File: config.mk
export PLATFORM = sky130hd
export DESIGN_NAME = hazard_ctrl
export DESIGN_NICKNAME = d
export VERILOG_FILES = /design/src/rtl/pipe_ctrl_pkg.sv /design/src/rtl/hazard_forward.sv /design/src/rtl/hazard_ctrl.sv
export SDC_FILE = /design/constraint.sdc
export NUM_CORES = 1
export LEC_CHECK = 0
export CAP_MARGIN = 20
export CELL_PAD_IN_SITES_DETAIL_PLACEMENT = 2
export CELL_PAD_IN_SITES_GLOBAL_PLACEMENT = 2
export CORE_MARGIN = 5
export CORE_UTILIZATION = 25
export CTS_CLUSTER_SIZE = 14
export DETAILED_ROUTE_END_ITERATION = 10
export PLACE_DENSITY_LB_ADDON = 0.1
export SYNTH_ARGS = -nofsm -noshare
export SYNTH_HDL_FRONTEND = slang
export SYNTH_SLANG_ARGS = --single-unit
File: constraint.sdc
create_clock -name clk -period 2.41 [get_ports clk]
set_input_delay 0.482 -clock clk [delete_from_list [all_inputs] [get_ports clk]]
set_output_delay 0.482 -clock clk [all_outputs]
set_load 0.1 [all_outputs]
File: src/rtl/pipe_ctrl_pkg.sv
// Shared types and constants for the RV32I pipeline hazard controller.
package pipe_ctrl_pkg;

    typedef enum logic [1:0] {
        RUN      = 2'd0,
        MEM_WAIT = 2'd1,
        MEM_ERR  = 2'd2
    } hz_state_t;

    localparam logic [1:0] FWD_REG = 2'b00;
    localparam logic [1:0] FWD_W   = 2'b01;
    localparam logic [1:0] FWD_M   = 2'b10;

    // True when a writing stage targets a non-zero register read by a consumer.
    function automatic logic reg_match(
        input logic       we,
        input logic [4:0] rd,
        input logic [4:0] rs
    );
        return we && (rd != 5'd0) && (rd == rs);
    endfunction

endpackage

File: src/rtl/hazard_forward.sv
// Forward-select compare for one Execute operand; the M stage wins over W.
module hazard_forward
    import pipe_ctrl_pkg::*;
(
    input  logic [4:0] rs_e,
    input  logic [4:0] rd_m,
    input  logic [4:0] rd_w,
    input  logic       reg_write_m,
    input  logic       reg_write_w,
    output logic [1:0] fwd_sel
);

    always_comb begin
        fwd_sel = FWD_REG;
        if (reg_match(reg_write_m, rd_m, rs_e)) begin
            fwd_sel = FWD_M;
        end else if (reg_match(reg_write_w, rd_w, rs_e)) begin
            fwd_sel = FWD_W;
        end
    end

endmodule

File: src/rtl/hazard_ctrl.sv
// Pipeline hazard controller: load-use/RAW stalls, branch flushes, memory wait FSM, perf counters.
// Build option: define FORWARDING_EN to enable E-stage operand forwarding.
module hazard_ctrl
    import pipe_ctrl_pkg::*;
#(
    parameter int MEM_TIMEOUT = 16,
    parameter int CNT_WIDTH   = 32
) (
    input  logic                 clk,
    input  logic                 rst_n,
    input  logic [4:0]           Rs1D,
    input  logic [4:0]           Rs2D,
    input  logic [4:0]           Rs1E,
    input  logic [4:0]           Rs2E,
    input  logic [4:0]           RdE,
    input  logic [4:0]           RdM,
    input  logic [4:0]           RdW,
    input  logic                 RegWriteE,
    input  logic                 RegWriteM,
    input  logic                 RegWriteW,
    input  logic                 ResultSrcE,
    input  logic                 PCSrcE,
    input  logic                 MemReqM,
    input  logic                 MemReadyM,
    output logic                 StallF,
    output logic                 StallD,
    output logic                 StallE,
    output logic                 StallM,
    output logic                 FlushD,
    output logic                 FlushE,
    output logic                 FlushW,
    output logic [1:0]           ForwardAE,
    output logic [1:0]           ForwardBE,
    output logic                 MemErr,
    output logic [CNT_WIDTH-1:0] StallCount,
    output logic [CNT_WIDTH-1:0] FlushCount
);

    localparam int WAIT_W = $clog2(MEM_TIMEOUT + 1);
    localparam logic [WAIT_W-1:0] WAIT_LAST = WAIT_W'(MEM_TIMEOUT - 1);

    hz_state_t         state;
    hz_state_t         state_next;
    logic [WAIT_W-1:0] wait_cnt;
    logic [WAIT_W-1:0] wait_cnt_next;
    logic              freeze;
    logic              data_hazard;
    logic              branch_flush;
    logic [1:0]        fwd_a;
    logic [1:0]        fwd_b;

`ifdef FORWARDING_EN
    hazard_forward u_fwd_a (
        .rs_e        (Rs1E),
        .rd_m        (RdM),
        .rd_w        (RdW),
        .reg_write_m (RegWriteM),
        .reg_write_w (RegWriteW),
        .fwd_sel     (fwd_a)
    );

    hazard_forward u_fwd_b (
        .rs_e        (Rs2E),
        .rd_m        (RdM),
        .rd_w        (RdW),
        .reg_write_m (RegWriteM),
        .reg_write_w (RegWriteW),
        .fwd_sel     (fwd_b)
    );

    // With forwarding, only a load in E cannot be bypassed in time.
    assign data_hazard = reg_match(ResultSrcE, RdE, Rs1D)
                       | reg_match(ResultSrcE, RdE, Rs2D);
`else
    logic unused_fwd_inputs;

    assign fwd_a = FWD_REG;
    assign fwd_b = FWD_REG;
    // Without bypass, any pending write in E or M must retire before D reads.
    // W needs no check because the register file is write-first.
    assign data_hazard = reg_match(RegWriteE | ResultSrcE, RdE, Rs1D)
                       | reg_match(RegWriteE | ResultSrcE, RdE, Rs2D)
                       | reg_match(RegWriteM, RdM, Rs1D)
                       | reg_match(RegWriteM, RdM, Rs2D);
    assign unused_fwd_inputs = ^{Rs1E, Rs2E, RdW, RegWriteW};
`endif

    always_ff @(posedge clk) begin
        if (!rst_n) begin
            state    <= RUN;
            wait_cnt <= '0;
        end else begin
            state    <= state_next;
            wait_cnt <= wait_cnt_next;
        end
    end

    always_comb begin
        state_next    = state;
        wait_cnt_next = wait_cnt;
        freeze        = 1'b0;
        StallF        = 1'b0;
        StallD        = 1'b0;
        StallE        = 1'b0;
        StallM        = 1'b0;
        FlushD        = 1'b0;
        FlushE        = 1'b0;
        FlushW        = 1'b0;
        branch_flush  = 1'b0;

        case (state)
            RUN: begin
                if (MemReqM && !MemReadyM) begin
                    freeze        = 1'b1;
                    state_next    = MEM_WAIT;
                    wait_cnt_next = WAIT_W'(1);
                end
            end
            MEM_WAIT: begin
                if (!MemReadyM) begin
                    freeze = 1'b1;
                    if (wait_cnt == WAIT_LAST) begin
                        state_next = MEM_ERR;
                    end else begin
                        wait_cnt_next = wait_cnt + WAIT_W'(1);
                    end
                end else begin
                    state_next    = RUN;
                    wait_cnt_next = '0;
                end
            end
            MEM_ERR: begin
                freeze = 1'b1;
            end
            default: begin
                state_next    = RUN;
                wait_cnt_next = '0;
            end
        endcase

        // Priority: reset bubble, memory freeze, taken branch, data hazard.
        if (!rst_n) begin
            FlushD = 1'b1;
            FlushE = 1'b1;
            FlushW = 1'b1;
        end else if (freeze) begin
            StallF = 1'b1;
            StallD = 1'b1;
            StallE = 1'b1;
            StallM = 1'b1;
            FlushW = 1'b1;
        end else if (PCSrcE) begin
            FlushD       = 1'b1;
            FlushE       = 1'b1;
            branch_flush = 1'b1;
        end else if (data_hazard) begin
            StallF = 1'b1;
            StallD = 1'b1;
            FlushE = 1'b1;
        end
    end

    assign ForwardAE = rst_n ? fwd_a : FWD_REG;
    assign ForwardBE = rst_n ? fwd_b : FWD_REG;
    assign MemErr    = rst_n && (state == MEM_ERR);

    always_ff @(posedge clk) begin
        if (!rst_n) begin
            StallCount <= '0;
            FlushCount <= '0;
        end else begin
            if (StallF && (StallCount != '1)) begin
                StallCount <= StallCount + CNT_WIDTH'(1);
            end
            if (branch_flush && (FlushCount != '1)) begin
                FlushCount <= FlushCount + CNT_WIDTH'(1);
            end
        end
    end

endmodule

# Word-level counts from Yosys, hierarchy flattened
# Cells that the tools add are included.
# word_totals
reg_bits,71
output_inout_bits,76
wordCells,65
# op_classes
addsub,3
n_eq_ne,12
muxes,25
bitwise_logic,5
reduce_logical,16
# ops
op,count
32-bit by 1-bit adder with 32-bit output (second input constant),2
32-bit != test (second input constant),2
5-bit == test,4
1-bit two-way mux,16
5-bit two-way mux,3
5-bit case mux with 3 select lines,1
1-bit logical AND,10
5-bit nonzero test,2
2-bit two-way mux,3
3-bit != test (second input constant),2
2-bit case mux with 3 select lines,1
3-bit AND reduction,2
5-bit by 1-bit adder with 5-bit output (second input constant),1
5-bit by 4-bit == test with 1-bit output (second input constant),1
1-bit OR,4
1-bit case mux with 3 select lines,1
2-bit by 1-bit == test with 1-bit output (second input constant),1
2-bit == test (second input constant),1
2-bit zero test,1
2-bit != test (second input constant),1
1-bit zero test,1
1-bit inverter,1

# Longest topological paths before layout
# Gate-level depths: netlist (run 1).
# depth
ltp_word,11
mapped_depth,9

# Least setup slack after synthesis (run 1)
# OpenSTA, ideal clock, no wires.
# synth_timing
path_type,input to output
from,input port Rs2D[4]
to,output port FlushE
t_arrival_ns,3.226
required_time_ns,1.928
path_slack_ns,-1.298
path_stages,5
path_buffers,0
cell_sequence,xnor2_1 -> nand3_1 -> o22ai_1 -> a22oi_1 -> o21ai_0
# synth_between
elab_chain_cells,9
# synth_rtl
element,line_no,rtl
start: declaration,hazard_ctrl.sv:12,"input logic [4:0] Rs2D,"
5-bit == test,pipe_ctrl_pkg.sv:20,return we && (rd != 5'd0) && (rd == rs);
1-bit logical AND,pipe_ctrl_pkg.sv:20,
1-bit OR,hazard_ctrl.sv:82,"| reg_match(RegWriteE | ResultSrcE, RdE, Rs2D)"
1-bit OR,hazard_ctrl.sv:83,"| reg_match(RegWriteM, RdM, Rs1D)"
1-bit OR *,hazard_ctrl.sv:84,"| reg_match(RegWriteM, RdM, Rs2D);"
1-bit two-way mux *,hazard_ctrl.sv:156,end else if (data_hazard) begin
1-bit two-way mux *,hazard_ctrl.sv:152,end else if (PCSrcE) begin
1-bit two-way mux *,hazard_ctrl.sv:146,end else if (freeze) begin
1-bit two-way mux *,hazard_ctrl.sv:142,if (!rst_n) begin
end: declaration,hazard_ctrl.sv:30,"output logic FlushE,"
# Mark *: on every way between the ends. The rest lies on a longest branch, timed or not.

# Worst setup path after layout (run 1)
# layout_timing
from,input port RdM[2]
to,output port StallD
# layout_between
elab_chain_cells,9
# layout_rtl
element,line_no,rtl
start: declaration,hazard_ctrl.sv:16,"input logic [4:0] RdM,"
5-bit nonzero test,pipe_ctrl_pkg.sv:20,
1-bit logical AND (2 in series),pipe_ctrl_pkg.sv:20,
1-bit OR,hazard_ctrl.sv:83,
1-bit OR *,hazard_ctrl.sv:84,
1-bit two-way mux *,hazard_ctrl.sv:156,
1-bit two-way mux *,hazard_ctrl.sv:152,
1-bit two-way mux *,hazard_ctrl.sv:146,
1-bit two-way mux *,hazard_ctrl.sv:142,
end: declaration,hazard_ctrl.sv:26,"output logic StallD,"
# Marks and branches as above.

==> summary.txt, run 1 <==
post-route ant nets: 0
Die H: 136 um
Hold Path Depth: 1
number of global-route vias before repair: 4106
fill count: 1790
largest family of logic cells by synthesized area: simple AND/OR/NAND/NOR gates
Synth Flop Type: dfxtp_1
clk_skew: 7.71 ps
H-tree depth: 3
post-synthesis adder-cell area fraction: 0.0127
CP Data Arrival Time: 1930 ps
peak supply drop: 360 uV
Nets: 640
Starting DRT DRC Count: 96
DRC Markers: 0
RR Endpoint: StallCount[9]
Critical Path RT: 1930 ps
Die X: 136 um
Starting Density: 0.252
Post-Synth Simple-Gate Area: 0.308
final period utilization: 1.00
multiplexer share of the synthesized area: 0.0354
number of synthesized register bits: 71
max-slew headroom at the worst pin: 0.662
I/O Buffers: 99
Yosys warning count: 0
multi-input combinational cell area: 2510 um2
Post-Route WL: 13500 um
post-synthesis compound-gate area fraction: 0.145
post-synthesis sequential area ratio: 0.359
most frequent cells in the layout: buf_4 (102), nand2_1 (57), dfxtp_2 (47)
dpl cells: 787
DR vias: 3876
I/O pin total: 120
core area: 15700 um2
violated checks: negative setup slack
r2r startpoint: state[0]
EDFF count, synth: 0
setup TNS: -1.28 ps
actual slew at the worst max-slew pin: 503 ps
Power Total: 3.05 mW
Synth cell types: 67
mean post-synth cell area: 8.62 um2
latest clock arrival within the worst-skew pair: 340 ps
status: complete, but fails checks
Setup-failing EPs final: 2
largest net degree at the start of global routing: 34
CTS Buf Count: 9
drt pass-1 iters: 4
WL per Instance: 16.7 um
Min Hold Slack: 467 ps
CTS max path bufs: 2
Worst-path clk slew: 60 ps
Worst Slack Setup Final: -0.665 ps
routed vias/inst: 4.77
commonest non-fill, non-tap cell in the layout: buf_4
share of cells above drive strength 1: 0.428
post-synthesis xor/xnor area fraction: 0.0930
HPWL Detailed: 10000 um
Worst Setup End Kind: output pin
unrepaired setup endpoints after global routing: true
fmax: 0.415 GHz
Sequential Area: 1500 um2
ant diodes: 0
worst-path fanout max: 3
post-layout util: 0.370
max-cap viol count: 0
first-pass GRT wire length: 21300 um
crit path kind: input pin to output pin
grt total ovfl: 0
Core Rows: 46
TritonCTS clock tree: yes
Clock Sink Count: 71
Worst Hold Class: register to register
die area: 18400 um2
Hold-fix buffers, CTS: 0
post-synthesis cell count: 459
leak pwr: 2.33 nW
Clock Tree Root: clkbuf_16
CP startpoint: RdM[2]
min cycle time layout: 2410 ps
total track usage: 0.147
R2R setup slack: 140 ps
Power Density: 523 nW/um2
Worst R2R Path Depth: 9
Slew Viols, Final: 0
area grow syn2layout: 47.1%
Worst Setup EP: StallD
initial antenna violation count: 0
final hold violations: 0
final cell count without fillers: 812
synthesized area: 3960 um2
CP Launch Type: input pin
ys async rst share: 0
routability congestion estimate from global placement: 0.769
## Yosys cell counts, drive strengths merged, types with 2 or more instances
master  number  area share
dfxtp       71        0.36
nand2       58       0.056
xnor2       39       0.086
nand3       28       0.035
and2        24       0.038
a21oi       22       0.041
nor2        22       0.024
o21ai       20       0.032
nand4       19       0.030
and3        15       0.024
mux2i       14       0.035
buf         13       0.027
inv         12       0.011
nand2b      12       0.020
or3         11       0.019
o31ai        9       0.017
or4          9       0.019
clkbuf       8      0.0076
nor3         5      0.0076
a21boi       4      0.0076
ha           4       0.013
or2          4      0.0063
and4         3      0.0073
o211ai       3      0.0057
xor2         3      0.0066
nand3b       2      0.0070
nor2b        2      0.0032
nor4         2      0.0047
o21a         2      0.0038
o22ai        2      0.0032
## layer usage
metal | GRT usage | vias to the layer above | routed length, um
met5 | 0 | - | 0
met4 | 0.0538 | 0 | 219
met3 | 0.0323 | 15 | 452
met2 | 0.266 | 58 | 7100
met1 | 0.169 | 1916 | 5780
li1 | - | 1887 | -
## timing repair
action	in CTS	in global routing
setup endpoints to repair	44	13
pin swaps	14	4
setup buffers	7	1
cloned	2	0
gates resized for setup	69	6
## per-stage QoR
stage / instance area (um2) / setup WS, ps
after floorplan: 4090 / -743
after global placement: 5360 / -510
after detailed placement: 5360 / -571
after global routing: 5820 / -40.3
after CTS: 5780 / 4.18
final: 5820 / -0.665
## flip-flops by register name, summed over array words and instances (netlist names)
| register | cells |
|---|---|
| StallCount | 32 |
| state | 2 |
| FlushCount | 32 |
| wait_cnt | 5 |
## how the worst min path moves through the flow
stage | startpoint | end
final | FlushCount[2] | FlushCount[2]
after global routing | FlushCount[5] | FlushCount[5]
after CTS | FlushCount[6] | FlushCount[6]
after detailed placement | FlushCount[6] | FlushCount[6]
after global placement | FlushCount[6] | FlushCount[6]
after floorplan | wait_cnt[1] | wait_cnt[1]
## power by group
part / total, mW / switching (mW) / internal, mW
sequential: 1.19 / 0.0117 / 1.18
clock: 1.43 / 0.542 / 0.889
combinational: 0.425 / 0.270 / 0.155
## worst max-delay path: stages
cell,delay (ps)
buf_8,90
or4_4,520
o21ai_2,160
inv_2,70
a221oi_4,340
nor2_4,90
buf_12,170
## cell families (layout without fill, tap and decap cells)
kind of cell,Yosys count,count (layout)
compound gates,75,75
simple gates,219,221
buf+inv,33,165
xor+xnor,42,42
mux,14,14
other cells,1,4
flops,71,71
fa+ha+maj,4,4
## area by class of cell
class | instances | share of cell area
sequential | 71 | 0.258
timing repair buffer | 138 | 0.202
clock buffer | 11 | 0.0454
clock inverter | 4 | 0.00881
multi-input combinational | 360 | 0.431
inverter | 12 | 0.00838
tap | 216 | 0.0464
(Power assumes the default switching activity.)
==> run 2: changes to the inputs <==
CTS_CLUSTER_DIAMETER = 150   (was not set)
REMOVE_ABC_BUFFERS = 1   (was not set)
SKIP_LAST_GASP = 1   (was not set)
==> run 2 against run 1 <==
The run still ends with negative setup slack left. Setup slack lost 34 ps. Global-route usage grew 0.34 points. Final cell count grew 4.2%. Flip-flop and latch count is the same. Worst hold slack lost 20 ps. Clock skew is essentially flat. First-iteration DRC count shrank 20%. Critical path type unchanged. Largest cell class unchanged. Highest routed layer unchanged.
==> summary.txt, run 2 (synthesized netlist as in run 1, its figures left out) <==
status: complete, but fails checks
violated checks: negative setup slack
TritonCTS clock tree: yes
part of the power in the clock network: 0.464 (-0.006)
crit path kind: input pin to output pin
Clock Sink Count: 71 (unchanged)
post-route ant nets: 0 (unchanged)
Die H: 136 um (unchanged)
setup TNS: -68.2 ps (-66.9 ps)
DR vias: 4004 (+3.3%)
worst-path fanout max: 3 (unchanged)
WL met1: 6180 um (+7.0%)
Power Total: 3.04 mW (-0.28%)
H-tree depth: 3 (unchanged)
total track usage: 0.150 (+0.00343)
Core Rows: 46 (unchanged)
routed length on met2: 6710 um (-5.5%)
actual slew at the worst max-slew pin: 631 ps (+128 ps)
Starting DRT DRC Count: 77 (-20%)
I/O pin total: 120 (unchanged)
fill count: 1803 (+0.73%)
CP Data Arrival Time: 1960 ps (+30 ps)
highest routed layer: met4
HPWL Detailed: 10200 um (+1.7%)
fmax: 0.409 GHz (-1.4%)
initial antenna violation count: 0 (unchanged)
die area: 18400 um2 (unchanged)
Worst Hold Class: input pin to register
ant diodes: 0 (unchanged)
share of cells above drive strength 1: 0.367 (-0.0612)
DRC Markers: 0 (unchanged)
Worst Setup End Kind: output pin
grt total ovfl: 0 (unchanged)
WL per Instance: 16.3 um (-2.3%)
CTS Buf Count: 9 (unchanged)
Power Density: 511 nW/um2 (-2.4%)
Critical Path RT: 1930 ps (about the same)
unrepaired setup endpoints after global routing: true
Worst Slack Setup Final: -34.5 ps (-33.9 ps)
Slew Viols, Final: 0 (unchanged)
largest net degree at the start of global routing: 63 (+85%)
Setup-failing EPs final: 2 (unchanged)
Int Pwr: 2.23 mW (+0.54%)
CP Launch Type: input pin
clk_skew: 7.26 ps (-0.442 ps)
Starting Density: 0.252 (unchanged)
area grow syn2layout: 50.3%
Comb pwr share: 0.143 (+0.003)
leak pwr: 2.46 nW (+5.7%)
largest registers: FlushCount (32), StallCount (32), wait_cnt (5)
first-pass GRT wire length: 21900 um (+3.1%)
peak supply drop: 275 uV (-24%)
CTS max path bufs: 2 (unchanged)
core area: 15700 um2 (unchanged)
min cycle time layout: 2440 ps (+33.9 ps)
Sw Ratio: 0.264 (-0.00597)
I/O Buffers: 99 (unchanged)
Die X: 136 um (unchanged)
commonest non-fill, non-tap cell in the layout: buf_4
latest clock arrival within the worst-skew pair: 340 ps (about the same)
Post-Route WL: 13800 um (+1.7%)
drt pass-1 iters: 4 (unchanged)
most frequent cells in the layout: buf_4 (134), dfxtp_1 (70), nand2_1 (57)
max-slew headroom at the worst pin: 0.579 (-0.0831)
max-cap viol count: 0 (unchanged)
routability congestion estimate from global placement: 0.793 (+3.1%)
Nets: 673 (+5.2%)
number of global-route vias before repair: 4298 (+4.7%)
Met3 Routed Length: 667 um (+48%)
routed vias/inst: 4.73 (-0.85%)
final period utilization: 1.01 (+0.0141)
sequential share of power: 0.393 (+0.002)
Hold-fix buffers, CTS: 0 (unchanged)
final hold violations: 0 (unchanged)
NetSw: 0.803 mW (-2.5%)
Clock Tree Root: clkbuf_16
Worst-path clk slew: 50 ps (about the same)
[run 2: stage by stage]
stage               area (um2)  worst slack (ps)  utilization  hold WS (ps)  cells
floorplan                 3830             -1690            -           453    441
global placement          5510              -470        0.351           471    821
detailed placement        5510              -591        0.351           484    821
CTS                       5880             -74.1        0.374           427    843
global route              5950             -89.8        0.379           448    846
finish                    5950             -34.5        0.379           447    846
[run 2: worst max-delay path: stages]
cell	delay (ps)
buf_2	100
or4_1	520
o22a_2	220
a221oi_4	260
buf_4	160
nor2_4	50
buf_12	160
[run 2: cell type report]
cell class | count | area [um2] | area share
clock inverter | 2 | 37.5 | 0.00631
sequential | 71 | 1420 | 0.239
clock buffer | 14 | 274 | 0.0461
inverter | 12 | 45.0 | 0.00757
multi-input combinational | 360 | 2480 | 0.417
timing repair buffer | 171 | 1420 | 0.238
tap | 216 | 270 | 0.0454
[run 2: worst paths after layout]
path,to,startpoint,cells after the start,slack (ps)
setup / recovery,StallF,RdE[2],7,-30
hold / removal,state[0],rst_n,3,450
setup reg to reg,StallCount[9],state[1],8,190
hold reg to reg,wait_cnt[1],wait_cnt[1],2,490
[run 2: per-layer routing]
| layer | vias to the layer above | global-route usage |
|---|---|---|
| met5 | - | 0 |
| met4 | 0 | 0.0554 |
| met3 | 14 | 0.0345 |
| met2 | 80 | 0.261 |
| met1 | 1953 | 0.181 |
| li1 | 1957 | - |
[run 2: power groups by stage]
stage | clock network (mW) | logic (mW) | registers, mW
floorplan | 0 | 0.181 | 1.27
global placement | 0 | 0.415 | 1.22
detailed placement | 0 | 0.420 | 1.22
CTS | 1.46 | 0.433 | 1.19
global route | 1.50 | 0.462 | 1.20
finish | 1.41 | 0.435 | 1.19
[run 2: what timing repair did]
item / in CTS / in global routing
resized for setup: 55 / 14
buffers inserted: 5 / 2
pin swaps: 11 / 10
endpoints found under the setup margin: 36 / 42
gates cloned: 1 / 1
==> run 3: changes to the inputs <==
ABC_CLOCK_PERIOD_IN_PS = 2410   (was not set)
CORE_MARGIN = 4   (was 5)
==> run 3 against run 2 <==
The flow still finishes with violations (negative setup slack). First-iteration DRC count grew 16%. Setup slack lost 48 ps. Clock power down 9%. Maximum frequency down 1.9%. Via count fell by 2.4%. Worst hold slack gained 15 ps. Final area shrank 1.7%. Clock skew grew 0.79 ps. Critical endpoint unchanged. Largest cell class unchanged. Largest power group unchanged.
==> summary.txt, run 3 (synthesized netlist as in run 1, its figures left out) <==
latest clock arrival within the worst-skew pair: 340 ps (about the same)
final period utilization: 1.03 (+0.0198)
Clock Tree Root: clkbuf_16
commonest non-fill, non-tap cell in the layout: buf_4
Die H: 134 um (-1.5%)
max-slew headroom at the worst pin: 0.585 (+0.00592)
CP Data Arrival Time: 2010 ps (+50 ps)
routed vias/inst: 4.72 (-0.28%)
violated checks: negative setup slack
Nets: 661 (-1.8%)
number of global-route vias before repair: 4221 (-1.8%)
most frequent cells in the layout: buf_4 (123), dfxtp_1 (71), nand2_1 (57)
core area: 15400 um2 (-2.2%)
R2R setup slack: 150 ps (-40 ps)
routability congestion estimate from global placement: 0.751 (-5.3%)
post-route ant nets: 0 (unchanged)
unrepaired setup endpoints after global routing: true
actual slew at the worst max-slew pin: 622 ps (-8.88 ps)
I/O pin total: 120 (unchanged)
clk_skew: 8.05 ps (+0.789 ps)
CP Launch Type: input pin
WL per Instance: 16.4 um (+0.36%)
DR vias: 3908 (-2.4%)
RR Endpoint: StallCount[9]
final hold violations: 0 (unchanged)
Worst Slack Setup Final: -82.3 ps (-47.8 ps)
DRC Markers: 0 (unchanged)
share of cells above drive strength 1: 0.357 (-0.0101)
min cycle time layout: 2490 ps (+47.8 ps)
Starting Density: 0.257 (+0.00560)
CTS Buf Count: 9 (unchanged)
fill count: 1720 (-4.6%)
Post-Route WL: 13500 um (-1.8%)
r2r startpoint: state[1]
largest registers: FlushCount (32), StallCount (32), wait_cnt (5)
total track usage: 0.152 (+0.00138)
Worst Setup End Kind: output pin
fmax: 0.401 GHz (-1.9%)
largest net degree at the start of global routing: 61 (-3.2%)
Worst-path clk slew: 60 ps (about the same)
first-pass GRT wire length: 22000 um (+0.16%)
drt pass-1 iters: 4 (unchanged)
Clock Sink Count: 71 (unchanged)
max-cap viol count: 0 (unchanged)
area grow syn2layout: 47.8%
H-tree depth: 3 (unchanged)
peak supply drop: 375 uV (+37%)
Critical Path RT: 1930 ps (about the same)
hold endpoint: state[0]
I/O Buffers: 99 (unchanged)
Setup-failing EPs final: 2 (unchanged)
die area: 17900 um2 (-2.9%)
Die X: 134 um (-1.5%)
crit path kind: input pin to output pin
Power Density: 497 nW/um2 (-2.6%)
Hold-fix buffers, CTS: 0 (unchanged)
Core Rows: 45 (-2.2%)
hold_sp: rst_n
leak pwr: 2.40 nW (-2.6%)
CTS max path bufs: 2 (unchanged)
Worst R2R Path Depth: 8 (unchanged)
Starting DRT DRC Count: 89 (+16%)
Min Hold Slack: 463 ps (+15.2 ps)
Slew Viols, Final: 0 (unchanged)
Worst Hold Class: input pin to register
Place WS: -597 ps (-5.95 ps)
ant diodes: 0 (unchanged)
Hold Path Depth: 3 (unchanged)
grt total ovfl: 0 (unchanged)
HPWL Detailed: 9850 um (-3.4%)
Power Total: 2.91 mW (-4.2%)
status: complete, but fails checks
worst-path fanout max: 3 (unchanged)
initial antenna violation count: 0 (unchanged)
TritonCTS clock tree: yes
run 3: cell types whose count changed in the layout (fill, tap and decap cells not counted), sizes merged:
cell | previous run | this run
bufinv | 1 | 0
buf | 152 | 141
clkinv | 0 | 2
clkbuf | 15 | 12
dlymetal6s2s | 1 | 0
dlygate4sd2 | 12 | 14
clkdlybuf4s15 | 1 | 0
run 3: worst max path at each step:
| stage | to | slack [ps] | cells past startpoint | start |
|---|---|---|---|---|
| detailed placement | StallCount[8] | -600 | 9 | RdM[4] |
| global placement | StallF | -560 | 8 | RdM[1] |
| CTS | StallF | -80 | 7 | RdM[2] |
| floorplan | StallCount[1] | -1690 | 7 | MemReadyM |
| global route | StallF | -150 | 7 | RdM[2] |
| finish | StallF | -80 | 7 | RdM[2] |
run 3: report_power, final:
group,switching (mW),internal (mW)
combinational,0.273,0.156
clock,0.513,0.772
sequential,0.0124,1.18
total,0.798,2.11
run 3: worst max-delay path, stage by stage:
cell and delay [ps]:
buf_8 100, or4_4 540, o21ai_2 140, inv_2 70, a221oi_4 380, nor2_4 110, buf_12 180
run 3: layout make-up:
class                   instances  area (um2)  share of cell area
multi-input cells             360        2500               0.427
flip-flops and latches         71        1420               0.243
repair buffers                159        1340               0.228
clock buffers                  12         267              0.0456
well taps                     211         264              0.0451
inverters                      12        45.0             0.00770
clock inverters                 3        17.5             0.00299
run 3: stage by stage:
step / instances / area (um2) / utilization / setup TNS, ps
6_report: 828 / 5850 / 0.381 / -164
5_1_grt: 828 / 5850 / 0.381 / -453
4_1_cts: 821 / 5720 / 0.372 / -160
3_5_place_dp: 798 / 5360 / 0.348 / -24120
3_3_place_gp: 798 / 5360 / 0.348 / -21980
2_1_floorplan: 441 / 3830 / - / -33350
run 3: repair_timing:
action / CTS / global route
gates resized for setup: 67 / 11
endpoints found under the setup margin: 38 / 33
endpoints found under the hold margin: 0 / 0
gates cloned: 0 / 2
buffers inserted: 10 / 5
pin swaps: 13 / 9
run 3: metal layers:
| metal | vias to the layer above | track usage | wire, um |
|---|---|---|---|
| met3 | 11 | 0.0424 | 673 |
| met2 | 73 | 0.263 | 6630 |
| met4 | 0 | 0.0411 | 156 |
| li1 | 1932 | - | - |
| met5 | - | 0 | 0 |
| met1 | 1892 | 0.184 | 6080 |
